<file path="config.mk">
export PLATFORM = sky130hd
export DESIGN_NAME = istate_trap_seq_flat
export DESIGN_NICKNAME = d
export VERILOG_FILES = /design/src/rtl/istate_pkg.sv /design/src/rtl/istate_trap_seq_if.sv /design/src/rtl/istate_req_arb.sv /design/src/rtl/istate_trap_seq.sv /design/src/flat_wrapper.sv
export SDC_FILE = /design/constraint.sdc
export NUM_CORES = 1
export LEC_CHECK = 0
export CAP_MARGIN = 15
export CORE_AREA = 2 2 143 145
export CTS_BUF_LIST = sky130_fd_sc_hd__clkbuf_8
export DETAILED_ROUTE_END_ITERATION = 6
export DIE_AREA = 0 0 145 147
export DONT_BUFFER_PORTS = 1
export SETUP_SLACK_MARGIN = 0.5
export SLEW_MARGIN = 10
export SYNTH_ARGS = -nofsm -noshare
export SYNTH_HDL_FRONTEND = slang
export SYNTH_SLANG_ARGS = --single-unit
</file>
<file path="constraint.sdc">
create_clock -name clk -period 4.9 [get_ports clk]
set_input_delay 0.98 -clock clk [delete_from_list [all_inputs] [get_ports clk]]
set_output_delay 0.98 -clock clk [all_outputs]
set_load 0.01 [all_outputs]
</file>
<file path="src/rtl/istate_pkg.sv">
// Shared types and constants for the internal-state trap sequencer: FSM states,
// register-file addresses, ESTAT field layout and arbiter grant positions.
package istate_pkg;

   localparam int IS_ADDR_W = 6;
   localparam int PL_W      = 4;

   typedef enum logic [2:0] {
      ST_IDLE,
      ST_SW,
      ST_T_EPC,
      ST_T_STAT,
      ST_T_PL,
      ST_R_STAT,
      ST_R_PC
   } state_e;

   localparam logic [IS_ADDR_W-1:0] IS_ADDR_NONE    = 6'd0;
   localparam logic [IS_ADDR_W-1:0] IS_ADDR_EPC     = 6'd1;
   localparam logic [IS_ADDR_W-1:0] IS_ADDR_ESTAT   = 6'd2;
   localparam logic [IS_ADDR_W-1:0] IS_ADDR_SCRATCH = 6'd3;

   // ESTAT holds the cause at the bottom and the saved privilege level just above it.
   localparam int ESTAT_CAUSE_LSB = 0;

   localparam logic [PL_W-1:0] KERNEL_PL_DEFAULT = 4'h0;

   localparam int GNT_TRAP = 0;
   localparam int GNT_RET  = 1;
   localparam int GNT_SW   = 2;

   function automatic logic is_arch_addr(input logic [IS_ADDR_W-1:0] addr);
      return (addr >= IS_ADDR_EPC) && (addr <= IS_ADDR_SCRATCH);
   endfunction

endpackage

</file>
<file path="src/rtl/istate_trap_seq_if.sv">
// Request/response and internal-state-file signals of the trap sequencer.
// master = pipeline plus state file side, slave = the sequencer.
interface istate_trap_seq_if #(
   parameter int DATA_W  = 64,
   parameter int CAUSE_W = 8
);
   logic               sw_valid;
   logic               sw_ready;
   logic               sw_is_pl;
   logic [5:0]         sw_addr;
   logic [DATA_W-1:0]  sw_data;

   logic               trap_valid;
   logic               trap_ready;
   logic [CAUSE_W-1:0] trap_cause;
   logic [DATA_W-1:0]  trap_pc;

   logic               ret_valid;
   logic               ret_ready;
   logic               ret_done;
   logic [DATA_W-1:0]  ret_pc;

   logic               is_wr_en;
   logic [5:0]         is_wr_addr;
   logic [DATA_W-1:0]  is_wr_data;
   logic               is_wr_pl_en;
   logic [3:0]         is_wr_pl_data;
   logic [5:0]         is_rd_addr;
   logic [DATA_W-1:0]  is_rd_data;
   logic [3:0]         is_pl;

   logic               busy;
   logic               in_trap;
   logic               double_fault;

   modport master (
      output sw_valid, sw_is_pl, sw_addr, sw_data,
      output trap_valid, trap_cause, trap_pc, ret_valid,
      output is_rd_data, is_pl,
      input  sw_ready, trap_ready, ret_ready, ret_done, ret_pc,
      input  is_wr_en, is_wr_addr, is_wr_data, is_wr_pl_en, is_wr_pl_data, is_rd_addr,
      input  busy, in_trap, double_fault
   );

   modport slave (
      input  sw_valid, sw_is_pl, sw_addr, sw_data,
      input  trap_valid, trap_cause, trap_pc, ret_valid,
      input  is_rd_data, is_pl,
      output sw_ready, trap_ready, ret_ready, ret_done, ret_pc,
      output is_wr_en, is_wr_addr, is_wr_data, is_wr_pl_en, is_wr_pl_data, is_rd_addr,
      output busy, in_trap, double_fault
   );

endinterface

</file>
<file path="src/rtl/istate_req_arb.sv">
// Fixed-priority request arbiter (trap > ret > sw), active only while the
// sequencer is idle; produces the ready strobes and a one-hot grant.
module istate_req_arb
   import istate_pkg::*;
(
   input  logic       en_i,
   input  logic       trap_valid_i,
   input  logic       ret_valid_i,
   input  logic       sw_valid_i,
   output logic       trap_ready_o,
   output logic       ret_ready_o,
   output logic       sw_ready_o,
   output logic [2:0] grant_o
);

   always_comb begin
      // NOTE: every combinational output gets a default first so no path leaves it unassigned and infers a latch.
      grant_o = '0;
      if (en_i) begin
         if (trap_valid_i)     grant_o[GNT_TRAP] = 1'b1;
         else if (ret_valid_i) grant_o[GNT_RET]  = 1'b1;
         else if (sw_valid_i)  grant_o[GNT_SW]   = 1'b1;
      end
   end

   assign trap_ready_o = grant_o[GNT_TRAP];
   assign ret_ready_o  = grant_o[GNT_RET];
   assign sw_ready_o   = grant_o[GNT_SW];

endmodule

</file>
<file path="src/rtl/istate_trap_seq.sv">
// Trap entry / trap return sequencer owning the internal-state file ports.
// Optional macro ISTATE_NESTED_TRAP_EN enables a 2-bit trap nesting depth.
module istate_trap_seq
   import istate_pkg::*;
#(
   parameter int              DATA_W    = 64,
   parameter int              CAUSE_W   = 8,
   parameter logic [PL_W-1:0] KERNEL_PL = KERNEL_PL_DEFAULT
) (
   input logic               clk,
   input logic               rst,
   istate_trap_seq_if.slave  bus
);

   localparam int ESTAT_PL_LSB = ESTAT_CAUSE_LSB + CAUSE_W;

   state_e               state_q, state_d;
   logic [2:0]           grant;
   logic                 in_trap;
   logic                 trap_blocked;
   logic                 trap_take;

   logic [CAUSE_W-1:0]   cause_q;
   logic [DATA_W-1:0]    pc_q;
   logic [PL_W-1:0]      saved_pl_q;
   logic                 sw_is_pl_q;
   logic [IS_ADDR_W-1:0] sw_addr_q;
   logic [DATA_W-1:0]    sw_data_q;
   logic [PL_W-1:0]      estat_pl_q;
   logic                 ret_nop_q, ret_nop_d;
   logic                 double_fault_q, double_fault_d;

   logic [DATA_W-1:0]    estat_w;
   logic                 wr_en, pl_en, ret_done;
   logic [IS_ADDR_W-1:0] wr_addr, rd_addr;
   logic [DATA_W-1:0]    wr_data, ret_pc;
   logic [PL_W-1:0]      pl_data;

   istate_req_arb u_arb (
      .en_i         (state_q == ST_IDLE),
      .trap_valid_i (bus.trap_valid),
      .ret_valid_i  (bus.ret_valid),
      .sw_valid_i   (bus.sw_valid),
      .trap_ready_o (bus.trap_ready),
      .ret_ready_o  (bus.ret_ready),
      .sw_ready_o   (bus.sw_ready),
      .grant_o      (grant)
   );

`ifdef ISTATE_NESTED_TRAP_EN
   logic [1:0] depth_q;

   assign in_trap      = (depth_q != 2'd0);
   assign trap_blocked = (depth_q == 2'd3);

   always_ff @(posedge clk) begin
      if (rst)                     depth_q <= 2'd0;
      else if (state_q == ST_T_PL) depth_q <= depth_q + 2'd1;
      else if (state_q == ST_R_PC) depth_q <= depth_q - 2'd1;
   end
`else
   logic in_trap_q;

   assign in_trap      = in_trap_q;
   assign trap_blocked = in_trap_q;

   always_ff @(posedge clk) begin
      if (rst)                     in_trap_q <= 1'b0;
      else if (state_q == ST_T_PL) in_trap_q <= 1'b1;
      else if (state_q == ST_R_PC) in_trap_q <= 1'b0;
   end
`endif

   assign trap_take = grant[GNT_TRAP] && !trap_blocked;

   always_ff @(posedge clk) begin
      // NOTE: the payload registers are reset too, so an abandoned sequence leaves no stale capture behind.
      if (rst) begin
         state_q        <= ST_IDLE;
         cause_q        <= '0;
         pc_q           <= '0;
         saved_pl_q     <= '0;
         sw_is_pl_q     <= 1'b0;
         sw_addr_q      <= '0;
         sw_data_q      <= '0;
         estat_pl_q     <= '0;
         ret_nop_q      <= 1'b0;
         double_fault_q <= 1'b0;
      end else begin
         // NOTE: non-blocking assignments so every register samples pre-edge values regardless of statement order.
         state_q        <= state_d;
         ret_nop_q      <= ret_nop_d;
         double_fault_q <= double_fault_d;
         if (trap_take) begin
            cause_q    <= bus.trap_cause;
            pc_q       <= bus.trap_pc;
            saved_pl_q <= bus.is_pl;
         end
         if (grant[GNT_SW]) begin
            sw_is_pl_q <= bus.sw_is_pl;
            sw_addr_q  <= bus.sw_addr;
            sw_data_q  <= bus.sw_data;
         end
         if (state_q == ST_R_STAT) estat_pl_q <= bus.is_rd_data[ESTAT_PL_LSB +: PL_W];
      end
   end

   always_comb begin
      estat_w = '0;
      estat_w[ESTAT_CAUSE_LSB +: CAUSE_W] = cause_q;
      estat_w[ESTAT_PL_LSB +: PL_W]       = saved_pl_q;
   end

   always_comb begin
      state_d        = state_q;
      ret_nop_d      = 1'b0;
      double_fault_d = double_fault_q;
      wr_en          = 1'b0;
      wr_addr        = IS_ADDR_NONE;
      wr_data        = '0;
      pl_en          = 1'b0;
      pl_data        = '0;
      rd_addr        = IS_ADDR_NONE;
      ret_done       = 1'b0;
      ret_pc         = '0;

      unique case (state_q)
         ST_IDLE: begin
            // A return with no trap in flight completes here one cycle after accept, with ret_pc = 0.
            ret_done = ret_nop_q;
            if (grant[GNT_TRAP]) begin
               if (trap_blocked) double_fault_d = 1'b1;
               else              state_d        = ST_T_EPC;
            end else if (grant[GNT_RET]) begin
               if (in_trap) state_d   = ST_R_STAT;
               else         ret_nop_d = 1'b1;
            end else if (grant[GNT_SW]) begin
               state_d = ST_SW;
            end
         end
         ST_SW: begin
            if (sw_is_pl_q) begin
               pl_en   = (bus.is_pl == KERNEL_PL);
               pl_data = sw_data_q[PL_W-1:0];
            end else begin
               wr_en   = is_arch_addr(sw_addr_q);
               wr_addr = sw_addr_q;
               wr_data = sw_data_q;
            end
            state_d = ST_IDLE;
         end
         ST_T_EPC: begin
            wr_en   = 1'b1;
            wr_addr = IS_ADDR_EPC;
            wr_data = pc_q;
            state_d = ST_T_STAT;
         end
         ST_T_STAT: begin
            wr_en   = 1'b1;
            wr_addr = IS_ADDR_ESTAT;
            wr_data = estat_w;
            state_d = ST_T_PL;
         end
         ST_T_PL: begin
            pl_en   = 1'b1;
            pl_data = KERNEL_PL;
            state_d = ST_IDLE;
         end
         ST_R_STAT: begin
            rd_addr = IS_ADDR_ESTAT;
            state_d = ST_R_PC;
         end
         ST_R_PC: begin
            rd_addr  = IS_ADDR_EPC;
            pl_en    = 1'b1;
            pl_data  = estat_pl_q;
            ret_done = 1'b1;
            ret_pc   = bus.is_rd_data;
            state_d  = ST_IDLE;
         end
         default: state_d = ST_IDLE;
      endcase
   end

   assign bus.is_wr_en      = wr_en;
   assign bus.is_wr_addr    = wr_addr;
   assign bus.is_wr_data    = wr_data;
   assign bus.is_wr_pl_en   = pl_en;
   assign bus.is_wr_pl_data = pl_data;
   assign bus.is_rd_addr    = rd_addr;
   assign bus.ret_done      = ret_done;
   assign bus.ret_pc        = ret_pc;
   assign bus.busy          = (state_q != ST_IDLE);
   assign bus.in_trap       = in_trap;
   assign bus.double_fault  = double_fault_q;

endmodule

</file>
<file path="src/flat_wrapper.sv">
// flat-port wrapper written by rule: the top's interface ports become plain ports
module istate_trap_seq_flat import istate_pkg::*;
#(
   parameter int              DATA_W    = 64,
   parameter int              CAUSE_W   = 8,
   parameter logic [PL_W-1:0] KERNEL_PL = KERNEL_PL_DEFAULT
)
  (clk, rst, bus_sw_valid, bus_sw_is_pl, bus_sw_addr, bus_sw_data, bus_trap_valid, bus_trap_cause, bus_trap_pc, bus_ret_valid, bus_is_rd_data, bus_is_pl, bus_sw_ready, bus_trap_ready, bus_ret_ready, bus_ret_done, bus_ret_pc, bus_is_wr_en, bus_is_wr_addr, bus_is_wr_data, bus_is_wr_pl_en, bus_is_wr_pl_data, bus_is_rd_addr, bus_busy, bus_in_trap, bus_double_fault);
  istate_trap_seq_if #(.DATA_W(DATA_W), .CAUSE_W(CAUSE_W)) bus_i ();
  input logic clk;
  input logic rst;
  input wire logic [$bits(bus_i.sw_valid)-1:0] bus_sw_valid;
  input wire logic [$bits(bus_i.sw_is_pl)-1:0] bus_sw_is_pl;
  input wire logic [$bits(bus_i.sw_addr)-1:0] bus_sw_addr;
  input wire logic [$bits(bus_i.sw_data)-1:0] bus_sw_data;
  input wire logic [$bits(bus_i.trap_valid)-1:0] bus_trap_valid;
  input wire logic [$bits(bus_i.trap_cause)-1:0] bus_trap_cause;
  input wire logic [$bits(bus_i.trap_pc)-1:0] bus_trap_pc;
  input wire logic [$bits(bus_i.ret_valid)-1:0] bus_ret_valid;
  input wire logic [$bits(bus_i.is_rd_data)-1:0] bus_is_rd_data;
  input wire logic [$bits(bus_i.is_pl)-1:0] bus_is_pl;
  output wire logic [$bits(bus_i.sw_ready)-1:0] bus_sw_ready;
  output wire logic [$bits(bus_i.trap_ready)-1:0] bus_trap_ready;
  output wire logic [$bits(bus_i.ret_ready)-1:0] bus_ret_ready;
  output wire logic [$bits(bus_i.ret_done)-1:0] bus_ret_done;
  output wire logic [$bits(bus_i.ret_pc)-1:0] bus_ret_pc;
  output wire logic [$bits(bus_i.is_wr_en)-1:0] bus_is_wr_en;
  output wire logic [$bits(bus_i.is_wr_addr)-1:0] bus_is_wr_addr;
  output wire logic [$bits(bus_i.is_wr_data)-1:0] bus_is_wr_data;
  output wire logic [$bits(bus_i.is_wr_pl_en)-1:0] bus_is_wr_pl_en;
  output wire logic [$bits(bus_i.is_wr_pl_data)-1:0] bus_is_wr_pl_data;
  output wire logic [$bits(bus_i.is_rd_addr)-1:0] bus_is_rd_addr;
  output wire logic [$bits(bus_i.busy)-1:0] bus_busy;
  output wire logic [$bits(bus_i.in_trap)-1:0] bus_in_trap;
  output wire logic [$bits(bus_i.double_fault)-1:0] bus_double_fault;
  assign bus_i.sw_valid = bus_sw_valid;
  assign bus_i.sw_is_pl = bus_sw_is_pl;
  assign bus_i.sw_addr = bus_sw_addr;
  assign bus_i.sw_data = bus_sw_data;
  assign bus_i.trap_valid = bus_trap_valid;
  assign bus_i.trap_cause = bus_trap_cause;
  assign bus_i.trap_pc = bus_trap_pc;
  assign bus_i.ret_valid = bus_ret_valid;
  assign bus_i.is_rd_data = bus_is_rd_data;
  assign bus_i.is_pl = bus_is_pl;
  assign bus_sw_ready = bus_i.sw_ready;
  assign bus_trap_ready = bus_i.trap_ready;
  assign bus_ret_ready = bus_i.ret_ready;
  assign bus_ret_done = bus_i.ret_done;
  assign bus_ret_pc = bus_i.ret_pc;
  assign bus_is_wr_en = bus_i.is_wr_en;
  assign bus_is_wr_addr = bus_i.is_wr_addr;
  assign bus_is_wr_data = bus_i.is_wr_data;
  assign bus_is_wr_pl_en = bus_i.is_wr_pl_en;
  assign bus_is_wr_pl_data = bus_i.is_wr_pl_data;
  assign bus_is_rd_addr = bus_i.is_rd_addr;
  assign bus_busy = bus_i.busy;
  assign bus_in_trap = bus_i.in_trap;
  assign bus_double_fault = bus_i.double_fault;
  istate_trap_seq #(.DATA_W(DATA_W), .CAUSE_W(CAUSE_W), .KERNEL_PL(KERNEL_PL)) u_core (.clk(clk), .rst(rst), .bus(bus_i));
endmodule
</file>
# Yosys cells after proc, flatten, opt, wreduce, memory -nomap -nowiden
# Cells that the tools add are included.
# classes
n_lt_le_gt_ge	2
n_eq_ne	9
muxes	28
bitwise	2
reduce_logical	12
# ops
op	count
case mux 64 bit (3 select lines)	1
2-to-1 mux 64 bit	2
2-to-1 mux 3 bit	6
case mux 6 bit (3 select lines)	1
case mux 3 bit (4 select lines)	1
== test 3 bit, second input constant	3
2-to-1 mux 1 bit	9
case mux 4 bit (2 select lines)	1
== test 3 x 2 -> 1 bit, second input constant	2
greater-or-equal comparator 6 x 1 -> 1 bit, second input constant	1
<= comparator 6 x 2 -> 1 bit, second input constant	1
2-to-1 mux 6 bit	1
case mux 1 bit (2 select lines)	3
AND reduction 3 bit	2
logical NOT 4 bit	1
2-to-1 mux 4 bit	1
inequality test 4 x 1 -> 1 bit, second input constant	1
inequality test 4 bit, second input constant	1
case mux 2 bit (2 select lines)	1
OR reduction 2 bit	2
OR reduction 4 bit	1
== test 3 x 1 -> 1 bit, second input constant	1
logical NOT 3 bit	1
inequality test 3 bit, second input constant	1
other kinds (6)	8
# word_totals
reg_bits	157
in_bits	216
output_inout_bits	153
word_cells	64

# Longest topological paths before layout
# Gate-level depths: netlist (run 1).
# logic_depth
depth_word	8
depth_mapped	6
mapped_depth_nobuf	4

# Hierarchy
# A second synthesis (run 1) with hierarchy kept.
# unflattened
cells_unflattened	803
hier_area_um2	6879.1
# modules_own_cells
mod	n_inst	cells_each	area_per_inst_um2	seq_area_each_um2
istate_trap_seq	1	797	6827.8	3143.0
istate_req_arb	1	6	51.3	0.0

# Least setup slack after synthesis (run 1)
# Ideal clock, no wire load.
# synth_path
kind	input to output
from	input bus_trap_valid
to	output bus_sw_ready
arrival_time_ps	1891
required_time_ps	3920
slack_ps	2029
stages	4
n_path_buf	2
cell_sequence	or4_1 buf_2 clkbuf_1 nor2_1
# synth_between
elab_chain_len	2
# synth_lines
element	line_no	text
from (decl)	flat_wrapper.sv:16	input wire logic [$bits(bus_i.trap_valid)-1:0] bus_trap_valid;
2-to-1 mux 2 bit	istate_req_arb.sv:20	if (trap_valid_i) grant_o[GNT_TRAP] = 1'b1;
2-to-1 mux 3 bit	istate_req_arb.sv:19	if (en_i) begin
to (decl)	flat_wrapper.sv:22	output wire logic [$bits(bus_i.sw_ready)-1:0] bus_sw_ready;
# Every way passes these cells.

# Final worst setup path (run 1)
# layout_path
from	register u_core.state_q[2]
to	output bus_is_wr_pl_data[3]
# layout_between
elab_chain_len	2
word_cells_on_any_way	3
classes_between	2 x eq/ne; 1 x mux
# layout_lines
element	line_no	text
from (decl)	istate_trap_seq.sv:17	state_e state_q, state_d;
from (signal assigned)	istate_trap_seq.sv:91	state_q <= state_d;
== test 3 bit or == test 3 x 1 -> 1 bit (tied branches)	istate_trap_seq.sv:127	unique case (state_q)
case mux 4 bit (2 select lines) (*)	istate_trap_seq.sv:127	
to (decl)	flat_wrapper.sv:31	output wire logic [$bits(bus_i.is_wr_pl_data)-1:0] bus_is_wr_pl_data;
# Every way passes the cells marked *; elsewhere a longest branch is shown, timed or not.

==> results_dict.tcl, run 1 <==
set metrics [dict create \
    rsz0062_at_grt "false" \
    die_area_um2 21300 \
    run_status "complete, but fails checks" \
    final.period_utilization 0.725 \
    postCtsResizedCells 0 \
    grt_antenna_before_repair 4 \
    cts_tree "yes" \
    clk-insertion-delay-late_ns 0.47 \
    finalSetupViolations 0 \
    wl_met3_um 2320 \
    areaGrowthSynthToFinish_pct 5.56 \
    die_x_um 145 \
    ys_seq_elements 157 \
    timing.final.hold_violations 0 \
    timing.critical_path.slowest_cell_delay_ns 0.82 \
    path_delay_family "simple AND/OR/NAND/NOR gates" \
    synth.mux.area_fraction 0.00686 \
    initial_core_utilization 0.367 \
    fin_setup_tns_ns 0 \
    power_density_nw_per_um2 371 \
    crit_path_end_kind "primary output" \
    synth_cell_type_count 39 \
    crit_path_top_delay_cell "nor2_4" \
    drv_cap 0 \
    power.leakage_nw 2.67 \
    finalNetCount 1051 \
    top_post_synthesis_cells_by_area "dfxtp_1, a21oi_1, nand3_1" \
    met2RoutedLength_um 12500 \
    hpwlAfterDp_um 16300 \
    clkTransAtPathRegs_ns 0.10 \
    synthCells 912 \
    path_cells "nand2b_1, nor2_4, a22o_1" \
    max-slew-margin-rel 0.273 \
    max_freq_mhz 282 \
    max-clock-path-buffers 2 \
    critical_path.n_buffers_inverters 0 \
    post_cts_buffers 0 \
    top_level_ports 369 \
    hold_path.class "flip-flop to flip-flop" \
    post-synth-top-area-fraction 0.431 \
    final_wtd_congestion 0.802 \
    chipHeight_um 147 \
    groute.usage.overall 0.229 \
    worstSetupStartpointType "flip-flop" \
    synth.avg_cell_area_um2 8.00 \
    post_synth_xor_xnor_area 0.00120 \
    tritoncts.num_buffers 17 \
    synth_top_area_cell "dfxtp_1" \
    dpl-instance-area_um2 7270 \
    htree_levels 4 \
    timing.final.crit_period_ns 3.55 \
    synth.yosys.seq_area_share 0.431 \
    post_drt_via_cell_ratio 6.04 \
    timing_worst_slew_pin_value_ns 1.09 \
    number_of_synthesized_flops_with_an_enable_pin 0 \
    synthSimpleGateAreaFrac 0.187 \
    number_of_vias_in_the_routed_layout 6774 \
    vdd_ir_drop_max_mv 0.150 \
    clock_sink_count 157 \
    portBuffers 0 \
    drive_above_1_share 0.0649 \
    highest_layer "met4" \
    ys_async_sr_fraction 0 \
    number_of_global_route_vias_before_repair 6272 \
    synth_compound_gate_area_share 0.296 \
    placeableCoreArea_um2 19800 \
    detail_route.iter0.violations 700 \
    timing.hold.ws_ns 0.477 \
    worstSetupPathType "flip-flop to primary output" \
    detail_route.first_pass.iterations 7 \
    synth-warning-count 0 \
    drc 4 \
    timing.critical_path.fanout_max 69 \
    finalPower_mw 2.86 \
    instances_no_fill 1122 \
    finalInstanceArea_um2 7700 \
    synthMostInstantiatedCell "dfxtp_1" \
    worst-endpoint-arrival_ns 2.57 \
    synth_commonest_cells "dfxtp_1, a21oi_1, nand3_1" \
    instance_count_after_placement_with_tap_cells_included 1086 \
    failed_checks "design-rule violations" \
    wirelength_met1_um 10100 \
    ant_nets 0 \
    global_route_wire_length_before_repair_um 38000 \
    routed_wl_um 25700 \
    site_row_count 52 \
    routed_wire_length_per_instance_um 22.9 \
    finalClockSkew_ns 0.0280 \
    final_max_slew_viol_count 0 \
    dominant_combinational_cell_family_by_area_after_synthesis "compound AO/OA/AOI/OAI gates" \
    yosys.area_share.adder 0 \
    overflow 0 \
    postCtsHoldBufs 0 \
    grt_start_max_net_pins 156 \
    ys_dominant_reg_cell "dfxtp_1" \
    clockRootBuffer "clkbuf_8" \
    cp.required_ns 3.92 \
    synth_area_um2 7290 \
]
[kinds of logic (layout without fill, tap and decap cells)]
family | after synthesis | in the layout
muxes | 5 | 5
and+or+nand+nor | 246 | 246
other | 1 | 8
AOI/OAI and AO/OA | 374 | 374
DFF | 157 | 157
xor gates and xnor gates | 1 | 1
buffers and inverters | 128 | 61
[placed cells by master (no fill, tap or decap), types with 3 or more instances in the layout]
master	count
and2_1	69
clkbuf_8	17
buf_4	12
nand3_1	147
dfxtp_1	156
nand2_1	3
a21o_1	4
o21ai_1	47
a21oi_1	150
mux2i_1	5
a22o_1	56
nor2_1	9
bufinv_16	3
inv_6	3
o21ai_0	101
diode_2	4
inv_1	16
clkinvlp_4	3
a222oi_1	12
conb_1	4
[state kept, by name, indices dropped and copies added, names as in the netlist]
name,flops
u_core.bus.double_fault,1
u_core.bus.in_trap,1
u_core.cause_q,8
u_core.estat_pl_q,4
u_core.pc_q,64
u_core.ret_nop_q,1
u_core.saved_pl_q,4
u_core.state_q,3
u_core.sw_addr_q,6
u_core.sw_data_q,64
u_core.sw_is_pl_q,1
[worst paths after layout]
kind | endpoint | slack [ns] | cells past startpoint | startpoint
hold / removal | u_core.pc_q[46]$_SDFFE_PP0P_ | 0.48 | 2 | u_core.pc_q[46]$_SDFFE_PP0P_
setup / recovery | bus_is_wr_pl_data[3] | 1.35 | 3 | u_core.state_q[2]$_SDFFE_PP0P_
hold reg to reg | u_core.pc_q[46]$_SDFFE_PP0P_ | 0.48 | 2 | u_core.pc_q[46]$_SDFFE_PP0P_
setup reg to reg | u_core.state_q[0]$_SDFFE_PP0P_ | 2.17 | 5 | u_core.state_q[2]$_SDFFE_PP0P_
[where the power goes]
group / internal, mW / switching, mW
clock: 0.514 / 0.538
sequential: 1.35 / 0.0528
combinational: 0.110 / 0.291
[metal layers]
layer  GRT usage  vias up
met2       0.371      365
met5           0        -
met4      0.0931        0
li1            -     3130
met3      0.0717       39
met1       0.284     3240
[worst min-delay path: stages (launching register included)]
cell and delay, ns:
dfxtp_1 0.32, o21ai_0 0.06, a21oi_1 0.06
[cell type report]
| type | instances | area (µm²) |
|---|---|---|
| Antenna cell | 4 | 10.0 |
| Clock inverter | 15 | 188 |
| Clock buffer | 17 | 234 |
| Sequential cell | 157 | 3140 |
| Fill cell | 2031 | 12100 |
| Timing Repair Buffer | 12 | 90.1 |
| Tap cell | 270 | 338 |
| Inverter | 17 | 65.1 |
| Multi-Input combinational cell | 630 | 3630 |
[through the flow]
step                 util  setup slack, ns
floorplan               -             2.03
global placement    0.366             1.68
detailed placement  0.366             1.67
CTS                 0.387             1.31
global route        0.388             1.10
finish              0.388             1.35
Note: power is estimated with default switching activity, not from simulation.
==> run 2: changes to the inputs <==
==> constraint.sdc (replaced) <==
create_clock -name clk -period 3.3 [get_ports clk]
set_input_delay 0.66 -clock clk [delete_from_list [all_inputs] [get_ports clk]]
set_output_delay 0.66 -clock clk [all_outputs]
set_load 0.01 [all_outputs]
==> run 2 against run 1 <==
The run now ends clean. Largest cell class unchanged. Clock power rose by 50%. Setup slack worse by 0.65 ns. Sequential power up 49%. Clock-buffer cell count up 1. Hold slack got worse by 0.20 ns.
==> results_dict.tcl, run 2 (synthesized netlist as in run 1, its figures left out) <==
set metrics [dict create \
    finalNetCount 1056 \
    grt_start_max_net_pins 156 \
    fin_setup_tns_ns 0 \
    finalClockSkew_ns 0.0161 \
    die_x_um 145 \
    drv_cap 0 \
    tritoncts.num_buffers 17 \
    htree_levels 4 \
    worst_r2r_startpoint "u_core.state_q[0]$_SDFFE_PP0P_" \
    drc 0 \
    global_route_wire_length_before_repair_um 38800 \
    worstSetupStartpointType "flip-flop" \
    die_area_um2 21300 \
    fillerInstances 2099 \
    hpwlAfterDp_um 17000 \
    clkTransAtPathRegs_ns 0.09 \
    critical_path.startpoint "u_core.state_q[2]$_SDFFE_PP0P_" \
    crit_end "bus_is_wr_data[11]" \
    hold_path.class "primary input to flip-flop" \
    timing.critical_path.fanout_max 14 \
    initial_core_utilization 0.367 \
    ant_nets 0 \
    run_status "finished clean" \
    final.period_utilization 0.788 \
    total_switching_power_mw 1.31 \
    detail_route.iter0.violations 634 \
    reg2reg_setup_slack_ns 1.25 \
    timing.final.crit_period_ns 2.60 \
    areaGrowthSynthToFinish_pct 6.54 \
    routed_wl_um 26300 \
    timing.final.hold_violations 0 \
    seq_power_share 0.486 \
    routed_wire_length_per_instance_um 23.3 \
    groute.usage.overall 0.233 \
    multiInputGateArea_um2 3630 \
    crit-reg2reg-capture "u_core.cause_q[0]$_SDFFE_PP0P_" \
    chipHeight_um 147 \
    largest_registers "u_core.pc_q x64, u_core.sw_data_q x64, u_core.cause_q x8" \
    max-slew-margin-rel 0.432 \
    site_row_count 52 \
    top_level_ports 369 \
    p_sw_frac 0.307 \
    rsz0062_at_grt "false" \
    vdd_ir_drop_max_mv 0.241 \
    postCtsResizedCells 3 \
    portBuffers 0 \
    clk-insertion-delay-late_ns 0.46 \
    drive_above_1_share 0.0739 \
    grt_antenna_before_repair 3 \
    number_of_vias_in_the_routed_layout 6685 \
    finalSetupViolations 0 \
    postCtsHoldBufs 0 \
    clockPowerShare 0.370 \
    max-clock-path-buffers 2 \
    final_cell_mix "dfxtp_1, a21oi_1, nand3_1, o21ai_0, and2_1" \
    final_max_slew_viol_count 0 \
    cp.required_ns 2.64 \
    clock_sink_count 157 \
    layout_commonest_cell "dfxtp_1" \
    worst-endpoint-arrival_ns 1.94 \
    final_wtd_congestion 0.816 \
    number_of_global_route_vias_before_repair 6313 \
    placeableCoreArea_um2 19800 \
    timing.hold.ws_ns 0.279 \
    worstSetupPathType "flip-flop to primary output" \
    power_density_nw_per_um2 551 \
    area.sequential_um2 3150 \
    power.leakage_nw 2.70 \
    post_drt_via_cell_ratio 5.94 \
    worst_r2r_path_depth 5 \
    overflow 0 \
    detail_route.first_pass.iterations 7 \
    max_freq_mhz 385 \
    post_cts_buffers 0 \
    timing_worst_slew_pin_value_ns 0.853 \
    utilization 0.391 \
    internal_power_mw 2.97 \
    crit_path_end_kind "primary output" \
    comb_power_share 0.144 \
    clockRootBuffer "clkbuf_8" \
    cts_tree "yes" \
]
run 2: worst min-delay path by stage:
stage,start,endpoint,slack (ns),cells after the start
final,rst,u_core.sw_data_q[39]$_SDFFE_PP0P_,0.28,1
after global routing,rst,u_core.pc_q[46]$_SDFFE_PP0P_,0.23,1
after CTS,rst,u_core.sw_data_q[52]$_SDFFE_PP0P_,0.24,1
after detailed placement,u_core.pc_q[52]$_SDFFE_PP0P_,u_core.pc_q[52]$_SDFFE_PP0P_,0.46,2
after global placement,u_core.sw_data_q[20]$_SDFFE_PP0P_,u_core.sw_data_q[20]$_SDFFE_PP0P_,0.46,2
after floorplan,u_core.saved_pl_q[0]$_SDFFE_PP0P_,u_core.saved_pl_q[0]$_SDFFE_PP0P_,0.45,2
run 2: final cells by class:
type                            count  share of cell area
Timing Repair Buffer               17              0.0195
Antenna cell                        3            0.000966
Multi-Input combinational cell    630               0.467
Tap cell                          270              0.0435
Clock buffer                       18              0.0319
Inverter                           17             0.00837
Clock inverter                     14              0.0235
Sequential cell                   157               0.405
run 2: routing by layer:
| layer | wire length, µm | vias to the layer above | GRT usage |
|---|---|---|---|
| li1 | - | 3140 | - |
| met5 | 0 | - | 0 |
| met3 | 2040 | 21 | 0.0683 |
| met4 | 435 | 0 | 0.0708 |
| met1 | 10600 | 3208 | 0.295 |
| met2 | 13200 | 316 | 0.384 |
run 2: power by group through the flow:
stage / Sequential (mW) / Clock [mW] / Combinational, mW
after floorplan: 2.09 / 0 / 0.514
after global placement: 2.12 / 0 / 0.607
after detailed placement: 2.12 / 0 / 0.615
after global routing: 2.10 / 1.70 / 0.674
after CTS: 2.08 / 1.62 / 0.619
final: 2.08 / 1.58 / 0.616
run 2: per-stage QoR:
stage	cells	worst slack, ns	total power, mW	area (µm²)
6_report	1126	0.701	4.28	7770
5_1_grt	1126	0.552	4.47	7770
4_1_cts	1123	0.475	4.32	7750
3_5_place_dp	1091	0.867	2.74	7320
3_3_place_gp	1091	0.965	2.73	7320
2_1_floorplan	915	1.07	2.60	7300
run 2: critical path: stages (launching register included):
cell,delay [ns]
dfxtp_2,0.51
and3b_1,0.42
a222oi_1,0.41
inv_1,0.15
